<file path="src/rtl/mmio_uart_tx.sv">
// mmio_uart_tx: memory-mapped 8N1 UART transmitter with a TX FIFO on the data-memory bus.
// Ports:
//   clock, reset     : system clock, synchronous active-high reset
//   chip_enable      : bus access valid this cycle
//   operation        : 1 = write, 0 = read
//   addr             : byte address; 16-byte window at BASE_ADDR
//   select_signal    : byte lanes, bit0 = data[7:0]
//   write_data       : store data
//   read_data        : combinational load data, 0 when not addressed
//   txd              : serial output, idle high
//   irq              : transmitter-drained interrupt (only with UART_TX_IRQ_EN)
// Registers: 0x0 TXDATA (W), 0x4 STATUS, 0x8 DIVISOR, 0xC IRQ_EN (only with UART_TX_IRQ_EN).
// Optional feature macro: UART_TX_IRQ_EN.
module mmio_uart_tx #(
  parameter logic [31:0] BASE_ADDR       = 32'h1000_0000,
  parameter int          FIFO_DEPTH      = 8,
  parameter logic [15:0] DEFAULT_DIVISOR = 16'd433
) (
  input  logic        clock,
  input  logic        reset,
  input  logic        chip_enable,
  input  logic        operation,
  input  logic [31:0] addr,
  input  logic [3:0]  select_signal,
  input  logic [31:0] write_data,
  output logic [31:0] read_data,
  output logic        txd
`ifdef UART_TX_IRQ_EN
  ,
  output logic        irq
`endif
);
  localparam int AW = $clog2(FIFO_DEPTH);
  localparam int CW = AW + 1;
  typedef enum logic [1:0] {IDLE, START, DATA, STOP} state_t;
  state_t        r_state;
  logic [7:0]    r_mem [FIFO_DEPTH];
  logic [AW-1:0] r_rd;
  logic [AW-1:0] r_wr;
  logic [CW-1:0] r_count;
  logic          r_ovf;
  logic [15:0]   r_div;
  logic [15:0]   r_period;
  logic [15:0]   r_cnt;
  logic [2:0]    r_bit;
  logic [7:0]    r_shift;
  logic          r_txd;
  logic          w_hit;
  logic          w_wr;
  logic [1:0]    w_idx;
  logic          w_full;
  logic          w_empty;
  logic          w_push;
  logic          w_bit_end;
  logic          w_pop;
  logic          w_clr;
  logic [31:0]   w_status;
  logic [31:0]   w_reg3;
  logic          w_unused;
  assign w_hit     = chip_enable && (addr[31:4] == BASE_ADDR[31:4]);
  assign w_idx     = addr[3:2];
  assign w_wr      = w_hit && operation;
  assign w_full    = r_count == CW'(FIFO_DEPTH);
  assign w_empty   = r_count == '0;
  assign w_push    = w_wr && w_idx == 2'd0 && select_signal[0];
  assign w_bit_end = r_cnt == r_period;
  // Pop when idle, or at the last clock of a stop bit so frames run back to back.
  assign w_pop     = !w_empty && (r_state == IDLE || (r_state == STOP && w_bit_end));
  assign w_clr     = w_wr && w_idx == 2'd1 && select_signal[0] && write_data[3];
  assign w_status  = {16'b0, 8'(r_count), 4'b0, r_ovf, w_empty, w_full, r_state != IDLE};
  assign read_data = (w_hit && !operation) ?
                     (w_idx == 2'd1 ? w_status :
                      w_idx == 2'd2 ? {16'b0, r_div} :
                      w_idx == 2'd3 ? w_reg3 : '0) : '0;
  assign txd       = r_txd;
  assign w_unused  = &{1'b0, addr[1:0], select_signal[3:2], write_data[31:16]};
  always_ff @(posedge clock) begin
    if (reset) begin
      r_rd    <= '0;
      r_wr    <= '0;
      r_count <= '0;
      r_ovf   <= 1'b0;
      r_div   <= DEFAULT_DIVISOR;
    end else begin
      // Fullness is judged before this edge's pop: a simultaneous pop frees no slot.
      if (w_push && !w_full) begin
        r_mem[r_wr] <= write_data[7:0];
        r_wr        <= r_wr + 1'b1;
      end
      if (w_pop) r_rd <= r_rd + 1'b1;
      r_count <= r_count + CW'(w_push && !w_full) - CW'(w_pop);
      // A dropped byte beats a same-cycle clear.
      if (w_push && w_full) r_ovf <= 1'b1;
      else if (w_clr) r_ovf <= 1'b0;
      if (w_wr && w_idx == 2'd2 && select_signal[0]) r_div[7:0] <= write_data[7:0];
      if (w_wr && w_idx == 2'd2 && select_signal[1]) r_div[15:8] <= write_data[15:8];
    end
  end
  always_ff @(posedge clock) begin
    if (reset) begin
      r_state  <= IDLE;
      r_txd    <= 1'b1;
      r_cnt    <= '0;
      r_bit    <= '0;
      r_shift  <= '0;
      r_period <= '0;
    end else begin
      case (r_state)
        IDLE, STOP: begin
          if (w_pop) begin
            // Divisor is latched per frame so mid-frame writes only affect the next one.
            r_shift  <= r_mem[r_rd];
            r_period <= r_div;
            r_cnt    <= '0;
            r_state  <= START;
            r_txd    <= 1'b0;
          end else if (r_state == STOP) begin
            if (w_bit_end) begin
              r_cnt   <= '0;
              r_state <= IDLE;
            end else r_cnt <= r_cnt + 16'd1;
          end
        end
        START: begin
          if (w_bit_end) begin
            r_cnt   <= '0;
            r_bit   <= '0;
            r_state <= DATA;
            r_txd   <= r_shift[0];
          end else r_cnt <= r_cnt + 16'd1;
        end
        DATA: begin
          if (w_bit_end) begin
            r_cnt <= '0;
            if (r_bit == 3'd7) begin
              r_state <= STOP;
              r_txd   <= 1'b1;
            end else begin
              r_bit   <= r_bit + 3'd1;
              r_shift <= r_shift >> 1;
              r_txd   <= r_shift[1];
            end
          end else r_cnt <= r_cnt + 16'd1;
        end
        default: r_state <= IDLE;
      endcase
    end
  end
`ifdef UART_TX_IRQ_EN
  logic r_irq_en;
  logic r_irq;
  assign w_reg3 = {31'b0, r_irq_en};
  assign irq    = r_irq;
  always_ff @(posedge clock) begin
    if (reset) begin
      r_irq_en <= 1'b0;
      r_irq    <= 1'b0;
    end else begin
      if (w_wr && w_idx == 2'd3 && select_signal[0]) r_irq_en <= write_data[0];
      r_irq <= r_irq_en && w_empty && r_state == IDLE;
    end
  end
`else
  assign w_reg3 = '0;
`endif
endmodule
</file>
<file path="config.mk">
export PLATFORM = sky130hd
export DESIGN_NAME = mmio_uart_tx
export DESIGN_NICKNAME = d
export VERILOG_FILES = /design/src/rtl/mmio_uart_tx.sv
export SDC_FILE = /design/constraint.sdc
export NUM_CORES = 1
export LEC_CHECK = 0
export CAP_MARGIN = 20
export CORE_UTILIZATION = 50
export DETAILED_ROUTE_END_ITERATION = 6
export HOLD_SLACK_MARGIN = 0.12
export PLACE_DENSITY = 0.75
export SETUP_SLACK_MARGIN = 0.2
export SLEW_MARGIN = 30
export SYNTH_ARGS = -nofsm -noshare
export SYNTH_HDL_FRONTEND = slang
export SYNTH_SLANG_ARGS = --single-unit
</file>
<file path="constraint.sdc">
create_clock -name clock -period 3.5 [get_ports clock]
set_input_delay 0.35 -clock clock [delete_from_list [all_inputs] [get_ports clock]]
set_output_delay 0.35 -clock clock [all_outputs]
set_load 0.05 [all_outputs]
</file>
==> results.md, run 1 <==
- WL/cell: 16.8 um
- Number of synthesized flops with an enable pin: 64
- Outcome: complete, no violations
- Initial Util: 0.515
- Ys flop type: dfxtp_1
- 1st-pass router iterations: 5
- Mean area per synthesized cell: 11.4 sq um
- Fmax: between 300 and 400 MHz
- Vias in the first global route: 4648
- Top cell type's share of synthesized area: 0.294
- Hold Vio Cnt, Final: 0
- DRT Wirelength: approximately 14000 um
- GPL Wtd Cong: a little under 0.8
- Measured slew at the worst slew-check pin: just over 800 ps
- Startpoint types: flip-flop
- # hold bufs at CTS: 0
- Worst EP arrival: 3060 ps
- Number of remaining DRC errors: 0
- DIE HEIGHT: between 100 and 150 um
- Global route overflow: 0
- Cts bufs inserted: 17
- Peak supply drop: 0.404 mV
- Seq cells post-synth: 140
- Post-route minimum period: roughly 2800 ps
- DP Area: 0.00740 sq mm
- Fill count: ~970
- Tcrit/Tclk final: 0.797
- Lkg Pwr: 2.86 nW
- Total number of yosys warnings: 0
- Via count: between 4000 and 5000
- Clock skew: approximately 8.7 ps
- Synth top area cells: edfxtp_1, dfxtp_1, mux4_2, xor2_1, mux2i_1
- Top Layer Used: met4
- First-pass GRT wire length: around 23000 um
- Final net count: 735
- Largest net degree at the start of global routing: between 60 and 70
- Most common cell after layout, fill and taps aside: dfxtp_1
- Vias per cell: between 5 and 6
- CTS tree: yes
- Setup Buffers After CTS: 0
- HP Class: reg -> reg
- CP Max Fanout: 5
- Slew Viols, Final: 0
- Max Cap Viol: 0
- Slack of the worst reg-to-reg path: just over 700 ps
- Seq/Total Area, Yosys: 0.527
- Pwr Density: 671 mW/mm^2
- Met1 Routed Length: between 5000 and 6000 um
- H-tree levels: 4
- Num rows: about 40
- Layout cells sized above 1: 0.148
- P&R area growth vs syn: 22.6%
- Core region area: about 0.013 sq mm
- CTS resizes: 0
- # IOs: approximately 110
- Final setup violation count: 0
- Met3 routed WL: between 600 and 700 um
- Initial DRC count: roughly 340
- Clock Tree Buf Depth: 2
- Mapped Cells: approximately 580
- IO buf count: slightly below 70
- Mapped cell area: roughly 0.0065 sq mm
- Critical setup path kind: reg -> reg
- Clk slew on worst S/H paths: around 60 ps
- Met2 wire length: 7090 um
- Clock latency on the worst-skew pair: slightly above 400 ps
- CTS root buffer: clkbuf_16
- Ys async rst share: 0
- Yosys top cell by area: edfxtp_1
- Die Width: 116 um
- Slew headroom: 0.461
- Final ANT Viol Nets: 0
- Setup total negative slack: 0 ps
- Number of antenna violations at the first check in global routing: 0
- Commonest non-fill, non-tap cells in the layout: dfxtp_1, edfxtp_1, nor2_1, clkdlybuf4s50_1, a21oi_1
- Final design instance area without fill: about 0.008 sq mm
- Die footprint: about 0.014 sq mm
- Gr usage total: 0.223
- Req. time, crit path: 3770 ps
- RSZ-0062 raised after global routing: no
- Synth cell types: 55
- CP endpoint kind: flip-flop
- N_diodes: 0
- HPWL after DPL: 9710 um
- Clk sinks: 140
power by group:
group          total, mW  internal (mW)  leakage, nW  switching (mW)
clock network       1.80           1.13        0.284           0.678
registers           1.94           1.82         1.19           0.119
logic               1.62          0.626         1.38           0.995
total               5.37           3.57         2.86            1.79
logic make-up (layout without fill, tap and decap cells):
logic type / count (synthesis) / in the layout / share of synthesized area
XOR/XNOR: 35 / 35 / 0.0470
multiplexers: 36 / 36 / 0.0859
other: 1 / 16 / 0.000574
AO/OA/AOI/OAI: 106 / 106 / 0.107
AND/OR/NAND/NOR: 181 / 181 / 0.151
adder cells (fa/ha/maj): 16 / 16 / 0.0318
flip-flops: 140 / 140 / 0.527
buffers and inverters: 60 / 130 / 0.0491
synth_stat cells (16+ instances only):
cell      count
dfxtp_1      76
edfxtp_1     64
nor2_1       53
a21oi_1      35
nand3_1      32
nand2_1      27
xor2_1       27
o21ai_0      25
mux2i_1      20
clkbuf_1     17
o31ai_1      17
buf_4        16
mux4_2       16
worst max-delay path, stage by stage, from the launching register on:
cell and delay [ps]:
dfxtp_1 430, xor2_1 100, nor4_1 460, and4_1 320, a21oi_1 120, nor2_1 170
ha_1 170, inv_1 70, ha_1 280, a21o_1 160, a21oi_1 180, xnor2_1 140
nor2_1 50
sequential cells by signal (all words and copies together) (netlist names), named ones only:
signal    cells
r_bit         3
r_cnt        16
r_count       4
r_div        16
r_mem        64
r_ovf         1
r_period     16
r_rd          3
r_shift       8
r_state       2
r_wr          3
txd           1
metal layers:
layer,global-route usage,vias up
met2,0.379,158
met4,0.0957,0
met3,0.0426,23
li1,-,2221
met1,0.279,2238
met5,0,-
path summary, 6_finish.rpt:
check,start,to,depth (start not counted)
min,r_shift[0],r_shift[0],2
min reg2reg,r_shift[0],r_shift[0],2
max,r_cnt[9],r_count[3],12
max reg2reg,r_cnt[9],r_count[3],12
per-stage QoR:
step / hold slack (ps) / total power, mW / std cells / worst slack [ps] / utilization
after floorplan: 447 / 3.25 / 590 / 658 / -
after global placement: 463 / 3.51 / 800 / 393 / 0.584
after detailed placement: 471 / 3.57 / 800 / 385 / 0.584
after CTS: 482 / 5.38 / 832 / 771 / 0.631
after global routing: 500 / 5.65 / 832 / 583 / 0.632
final: 477 / 5.37 / 832 / 711 / 0.632
cell type report:
| type | instances | area [sq um] | area share |
|---|---|---|---|
| Inverter | 12 | 45.0 | 0.00563 |
| Tap cell | 172 | 215 | 0.0269 |
| Multi-Input combinational cell | 390 | 2830 | 0.354 |
| Clock buffer | 19 | 433 | 0.0541 |
| Clock inverter | 13 | 166 | 0.0208 |
| Timing Repair Buffer | 86 | 871 | 0.109 |
| Sequential cell | 140 | 3440 | 0.430 |
Note: power is estimated with default switching activity, not from simulation.
==> inputs of run 2 (changes only) <==
==> constraint.sdc (replaced) <==
create_clock -name clock -period 2.6 [get_ports clock]
set_input_delay 0.26 -clock clock [delete_from_list [all_inputs] [get_ports clock]]
set_output_delay 0.26 -clock clock [all_outputs]
set_load 0.05 [all_outputs]
==> run 2 against run 1 <==
Global-route usage grew 0.89 points. Sequential power up 34%. Register-to-register slack worse by 540 ps. Largest power group unchanged. Clock power increased by 36%. Utilization increased by 5.2 points. Power is 42% higher. Worst hold slack worse by 200 ps. Wire length rose by 6.6%.
==> results.md, run 2 (same netlist as run 1, synthesis figures left out) <==
- Layout cells sized above 1: 0.242 (was 0.148)
- Worst EP arrival: 2730 ps (was 3060 ps)
- HP Class: in -> reg (was reg -> reg)
- Switching Share: 0.335 (was 0.334)
- Most common cell after layout, fill and taps aside: dfxtp_1 (unchanged)
- Number of remaining DRC errors: 0 (unchanged)
- Final net count: 765 (was 735)
- IO buf count: 68 (unchanged)
- Peak supply drop: 0.858 mV (was 0.404 mV)
- Final ANT Viol Nets: 0 (unchanged)
- Initial Util: 0.515 (unchanged)
- Psw: 2.55 mW (was 1.79 mW)
- Outcome: complete, no violations (unchanged)
- Gr usage total: 0.232 (was 0.223)
- # IOs: 105 (unchanged)
- CP Max Fanout: 3 (was 5)
- Clock skew: 11.2 ps (was 8.72 ps)
- Comb power frac: 0.337 (was 0.302)
- Slew Viols, Final: 0 (unchanged)
- Die footprint: 0.0135 sq mm (unchanged)
- Final core occ: 0.684 (was 0.632)
- CTS root buffer: clkbuf_16 (unchanged)
- Top reg by flops: r_mem (unchanged)
- Critical Path Most Common Cell: ha_4
- Initial DRC count: 268 (was 336)
- Clock latency on the worst-skew pair: 430 ps (was 410 ps)
- P&R area growth vs syn: 32.8% (was 22.6%)
- Slew headroom: 0.578 (was 0.461)
- CTS tree: yes (unchanged)
- Slowest Stage Delay on Critical Path: 430 ps (was 460 ps)
- # hold bufs at CTS: 0 (unchanged)
- Clk slew on worst S/H paths: 60 ps (about the same)
- DP Area: 0.00774 sq mm (was 0.00740 sq mm)
- Critical setup path kind: reg -> reg (unchanged)
- Int Power: 5.05 mW (was 3.57 mW)
- Number of antenna violations at the first check in global routing: 0 (unchanged)
- CP max stage cell: fa_2 (was nor4_1)
- Hold Vio Cnt, Final: 0 (unchanged)
- Die Width: 116 um (unchanged)
- Max Cap Viol: 0 (unchanged)
- 1st-pass router iterations: 5 (unchanged)
- First-pass GRT wire length: 23400 um (was 22700 um)
- Sequential group share of total power: 0.342 (was 0.362)
- WL/cell: 17.3 um (was 16.8 um)
- Fmax: 412 MHz (was 359 MHz)
- Req. time, crit path: 2900 ps (was 3770 ps)
- Vias in the first global route: 4674 (was 4648)
- CP cell instances: xor2_1, nor4_2, and4_4, a21oi_4, nor2_4, ha_4, inv_2, ha_4, fa_2, nor2b_4 (was xor2_1, nor4_1, and4_1, a21oi_1, nor2_1, ha_1, inv_1, ha_1, a21o_1, a21oi_1, xnor2_1, nor2_1)
- RSZ-0062 raised after global routing: yes (was no)
- Measured slew at the worst slew-check pin: 632 ps (was 809 ps)
- Largest net degree at the start of global routing: 45 (was 61)
- Startpoint types: flip-flop (unchanged)
- Core region area: 0.0127 sq mm (unchanged)
- H-tree levels: 4 (unchanged)
- Clock Tree Buf Depth: 2 (unchanged)
- Max FFs per register: 64 (unchanged)
- DIE HEIGHT: 116 um (unchanged)
- Clock share of power: 0.321 (was 0.336)
- Cts bufs inserted: 17 (unchanged)
- HPWL after DPL: 10000 um (was 9710 um)
- DRT Wirelength: 14900 um (was 14000 um)
- Final setup violation count: 0 (unchanged)
- Pwr Density: 877 mW/mm^2 (was 671 mW/mm^2)
- Tcrit/Tclk final: 0.935 (was 0.797)
- CP endpoint kind: flip-flop (unchanged)
- Via count: 4822 (was 4640)
- Commonest non-fill, non-tap cells in the layout: dfxtp_1, edfxtp_1, nor2_1, buf_4, a21oi_1 (was dfxtp_1, edfxtp_1, nor2_1, clkdlybuf4s50_1, a21oi_1)
- Num rows: 41 (unchanged)
- Final design instance area without fill: 0.00867 sq mm (was 0.00800 sq mm)
- Lkg Pwr: 3.24 nW (was 2.86 nW)
- GPL Wtd Cong: 0.819 (was 0.778)
- Vias per cell: 5.59 (was 5.58)
- Global route overflow: 0 (unchanged)
- Post-route minimum period: 2430 ps (was 2790 ps)
- N_diodes: 0 (unchanged)
- Clk sinks: 140 (unchanged)
## run 2: changes by cell type in the layout (fill, tap and decap cells not counted), moves of 7 or more
cell             delta
buf_4              +18
dfxtp_1             -7
nor2_1              -8
buf_12              +8
nor2_4              +9
clkdlybuf4s50_1    -27
nor4_1              -8
dlygate4sd2_1      +13
dlymetal6s2s_1     +14
## run 2: power by group through the flow
stage	registers, mW	clock network (mW)	logic, mW
3_3_place_gp	2.63	0	2.25
2_1_floorplan	2.60	0	1.84
6_report	2.60	2.44	2.56
3_5_place_dp	2.64	0	2.33
5_1_grt	2.62	2.59	2.84
4_1_cts	2.60	2.49	2.41
## run 2: final cells by class
| class | instances | area [sq um] |
|---|---|---|
| clock buffer | 19 | 433 |
| clock inverter | 13 | 166 |
| fill | 860 | 4000 |
| inverter | 12 | 45.0 |
| multi-input combinational | 390 | 3120 |
| sequential | 140 | 3460 |
| tap | 172 | 215 |
| timing repair buffer | 116 | 1230 |
## run 2: routing by layer
| metal | up-vias | wire (um) | track usage |
|---|---|---|---|
| li1 | 2279 | - | - |
| met1 | 2316 | 6380 | 0.305 |
| met2 | 211 | 7230 | 0.367 |
| met3 | 16 | 1090 | 0.0695 |
| met4 | 0 | 183 | 0.0795 |
| met5 | - | 0 | 0 |
## run 2: path summary, 6_finish.rpt
kind / start / end / slack (ps) / cells after the start
setup / recovery: r_cnt[12] / r_count[1] / 170 / 10
hold / removal: reset / r_bit[1] / 280 / 2
setup reg to reg: r_cnt[12] / r_count[1] / 170 / 10
hold reg to reg: r_period[3] / r_period[3] / 480 / 2
## run 2: per-stage QoR
stage | std cells | hold WS, ps | power, mW | setup WS [ps] | TNS [ps]
floorplan | 590 | 359 | 4.44 | 148 | 0
global placement | 818 | 461 | 4.88 | -236 | -1090
detailed placement | 818 | 473 | 4.97 | -283 | -3430
CTS | 854 | 238 | 7.50 | 161 | 0
global route | 862 | 295 | 8.04 | 99.7 | 0
finish | 862 | 276 | 7.60 | 170 | 0
## run 2: what timing repair did
item | in CTS | in global routing
gates resized for setup | 43 | 34
endpoints found under the setup margin | 19 | 35
pin swaps | 25 | 21
setup buffers | 4 | 8
## run 2: critical path: cells and delay by family (launching register included)
| kind | cells | cell delay [ps] |
|---|---|---|
| simple gates | 4 | 900 |
| xor+xnor | 1 | 150 |
| fa+ha+maj | 3 | 770 |
| flops | 1 | 350 |
| buf+inv | 1 | 60 |
| compound gates | 1 | 80 |
==> inputs of run 3 (changes only) <==
--- a/config.mk
+++ b/config.mk
@@ -7,9 +7,11 @@
 export LEC_CHECK = 0
 export CAP_MARGIN = 20
 export CORE_UTILIZATION = 50
+export CTS_CLUSTER_DIAMETER = 80
 export DETAILED_ROUTE_END_ITERATION = 6
 export HOLD_SLACK_MARGIN = 0.12
 export PLACE_DENSITY = 0.75
+export RECOVER_POWER = 25
 export SETUP_SLACK_MARGIN = 0.2
 export SLEW_MARGIN = 30
 export SYNTH_ARGS = -nofsm -noshare
==> run 3 against run 2 <==
Sequential power hardly changed. Register-to-register slack hardly changed. Final area stayed put. Non-clock buffer count stayed put. Highest routed layer unchanged. Worst setup slack worse by 1.3 ps. Combinational power hardly changed. Wire length is 0.28% lower. Count of clock-buffer cells in the layout stayed put. Utilization stayed put.
==> results.md, run 3 (same netlist as run 1, synthesis figures left out) <==
- Outcome: complete, no violations (unchanged)
- IO buf count: 68 (unchanged)
- Met1 usage: 0.305 (unchanged)
- Clk slew on worst S/H paths: 60 ps (about the same)
- Gr usage total: 0.232 (unchanged)
- Top reg by flops: r_mem (unchanged)
- Tcrit/Tclk final: 0.935 (about the same)
- Clock skew: 12.0 ps (was 11.2 ps)
- DIE HEIGHT: 116 um (unchanged)
- Via count: 4827 (was 4822)
- Final worst setup slack: 169 ps (was 170 ps)
- P&R area growth vs syn: 32.8% (unchanged)
- GRT Max-Usage Layer: met2 (unchanged)
- Commonest non-fill, non-tap cells in the layout: dfxtp_1, edfxtp_1, nor2_1, buf_4, a21oi_1 (unchanged)
- CTS tree: yes (unchanged)
- Measured slew at the worst slew-check pin: 638 ps (was 632 ps)
- N_diodes: 0 (unchanged)
- Met2 usage in global routing: 0.367 (unchanged)
- Worst hold stages: 2 (unchanged)
- Psw: 2.55 mW (about the same)
- HP Class: in -> reg (unchanged)
- Max Cap Viol: 0 (unchanged)
- Switching Share: 0.335 (about the same)
- First-pass GRT wire length: 23400 um (unchanged)
- Slew headroom: 0.574 (was 0.578)
- Initial Util: 0.515 (unchanged)
- Startpoint types: flip-flop (unchanged)
- Final setup violation count: 0 (unchanged)
- Area occupied by multi-input gates: 0.00312 sq mm (unchanged)
- Die Width: 116 um (unchanged)
- Slew Viols, Final: 0 (unchanged)
- Int Power: 5.05 mW (about the same)
- CP endpoint kind: flip-flop (unchanged)
- Largest net degree at the start of global routing: 45 (unchanged)
- Final net count: 765 (unchanged)
- Clock Tree Buf Depth: 2 (unchanged)
- Fmax: 411 MHz (was 412 MHz)
- GR Util met3: 0.0695 (unchanged)
- Worst r2r src: r_cnt[12] (unchanged)
- Final ANT Viol Nets: 0 (unchanged)
- GPL Wtd Cong: 0.819 (unchanged)
- Core region area: 0.0127 sq mm (unchanged)
- H-tree levels: 4 (unchanged)
- 1st-pass router iterations: 6 (was 5)
- Fill count: 860 (unchanged)
- Vias in the first global route: 4674 (unchanged)
- DRT Wirelength: 14800 um (was 14900 um)
- WL/cell: 17.2 um (was 17.3 um)
- Layout cells sized above 1: 0.242 (unchanged)
- Hold Path Origin: reset (unchanged)
- Most common cell after layout, fill and taps aside: dfxtp_1 (unchanged)
- Peak supply drop: 0.860 mV (was 0.858 mV)
- DP Area: 0.00774 sq mm (unchanged)
- Vias per cell: 5.60 (was 5.59)
- Number of antenna violations at the first check in global routing: 0 (unchanged)
- Post-route minimum period: 2430 ps (about the same)
- Slack of the worst reg-to-reg path: 170 ps (about the same)
- Initial DRC count: 240 (was 268)
- Post-route non-filler standard cell count: 862 (unchanged)
- Cells after DPL: 818 (unchanged)
- Max FFs per register: 64 (unchanged)
- Final core occ: 0.684 (unchanged)
- Clock share of power: 0.321 (about the same)
- Cts bufs inserted: 17 (unchanged)
- Worst Hold End: r_bit[1] (unchanged)
- FF-to-FF End: r_count[1] (unchanged)
- Die footprint: 0.0135 sq mm (unchanged)
- Reg2Reg Depth: 10 (unchanged)
- CP Max Fanout: 3 (unchanged)
- Setup total negative slack: 0 ps (unchanged)
- RSZ-0062 raised after global routing: yes (unchanged)
- Register area: 0.00346 sq mm (unchanged)
- Lkg Pwr: 3.25 nW (was 3.24 nW)
- Pre-CTS setup slack: -283 ps (unchanged)
- Pwr Density: 877 mW/mm^2 (about the same)
- Final design instance area without fill: 0.00867 sq mm (unchanged)
- # IOs: 105 (unchanged)
- CTS root buffer: clkbuf_16 (unchanged)
- HPWL after DPL: 10000 um (unchanged)
- Hold Vio Cnt, Final: 0 (unchanged)
- Comb power frac: 0.337 (about the same)
- Num rows: 41 (unchanged)
- Number of remaining DRC errors: 0 (unchanged)
- Clk sinks: 140 (unchanged)
- Critical setup path kind: reg -> reg (unchanged)
- Sequential group share of total power: 0.342 (about the same)
- Clock latency on the worst-skew pair: 420 ps (was 430 ps)
- Global route overflow: 0 (unchanged)
- Worst EP arrival: 2730 ps (about the same)
- Req. time, crit path: 2900 ps (about the same)
## run 3: repair_timing
| item | in CTS | in global routing |
|---|---|---|
| pin swaps | 25 | 21 |
| setup buffers | 4 | 8 |
| setup endpoints to repair | 19 | 35 |
| hold buffers | 0 | 0 |
| resized for setup | 43 | 34 |
## run 3: routing by layer
metal	up-vias	share of wire
li1	2280	-
met1	2337	0.43
met2	194	0.49
met3	16	0.072
met4	0	0.013
met5	-	0
## run 3: layout make-up
| type | count | area share |
|---|---|---|
| multi-input combinational | 390 | 0.360 |
| inverter | 12 | 0.00520 |
| timing repair buffer | 116 | 0.142 |
| tap | 172 | 0.0248 |
| clock inverter | 13 | 0.0192 |
| sequential | 140 | 0.399 |
| clock buffer | 19 | 0.0499 |
## run 3: power groups by stage
| stage | clock network, mW | registers (mW) | logic, mW |
|---|---|---|---|
| 2_1_floorplan | 0 | 2.60 | 1.84 |
| 3_3_place_gp | 0 | 2.63 | 2.25 |
| 3_5_place_dp | 0 | 2.64 | 2.33 |
| 4_1_cts | 2.49 | 2.60 | 2.41 |
| 5_1_grt | 2.59 | 2.62 | 2.83 |
| 6_report | 2.44 | 2.60 | 2.56 |
## run 3: worst max path at each step
stage,from,to,slack (ps),cells past startpoint
floorplan,addr[6],r_count[1],150,9
global placement,addr[8],r_count[1],-240,10
detailed placement,addr[6],r_count[1],-280,10
CTS,r_cnt[13],r_count[1],160,10
global route,r_cnt[10],r_count[1],100,10
finish,r_cnt[12],r_count[1],170,10
## run 3: stage by stage
step / power [mW] / hold slack, ps
CTS: 7.50 / 238
detailed placement: 4.97 / 473
global route: 8.04 / 295
global placement: 4.88 / 461
finish: 7.60 / 278
floorplan: 4.44 / 359
## run 3: worst max-delay path, stage by stage (launching register included)
cell and delay (ps):
dfxtp_4 350, xor2_1 150, nor4_2 360, and4_4 300
a21oi_4 80, nor2_4 120, ha_4 210, inv_2 60
ha_4 130, fa_2 430, nor2b_4 130
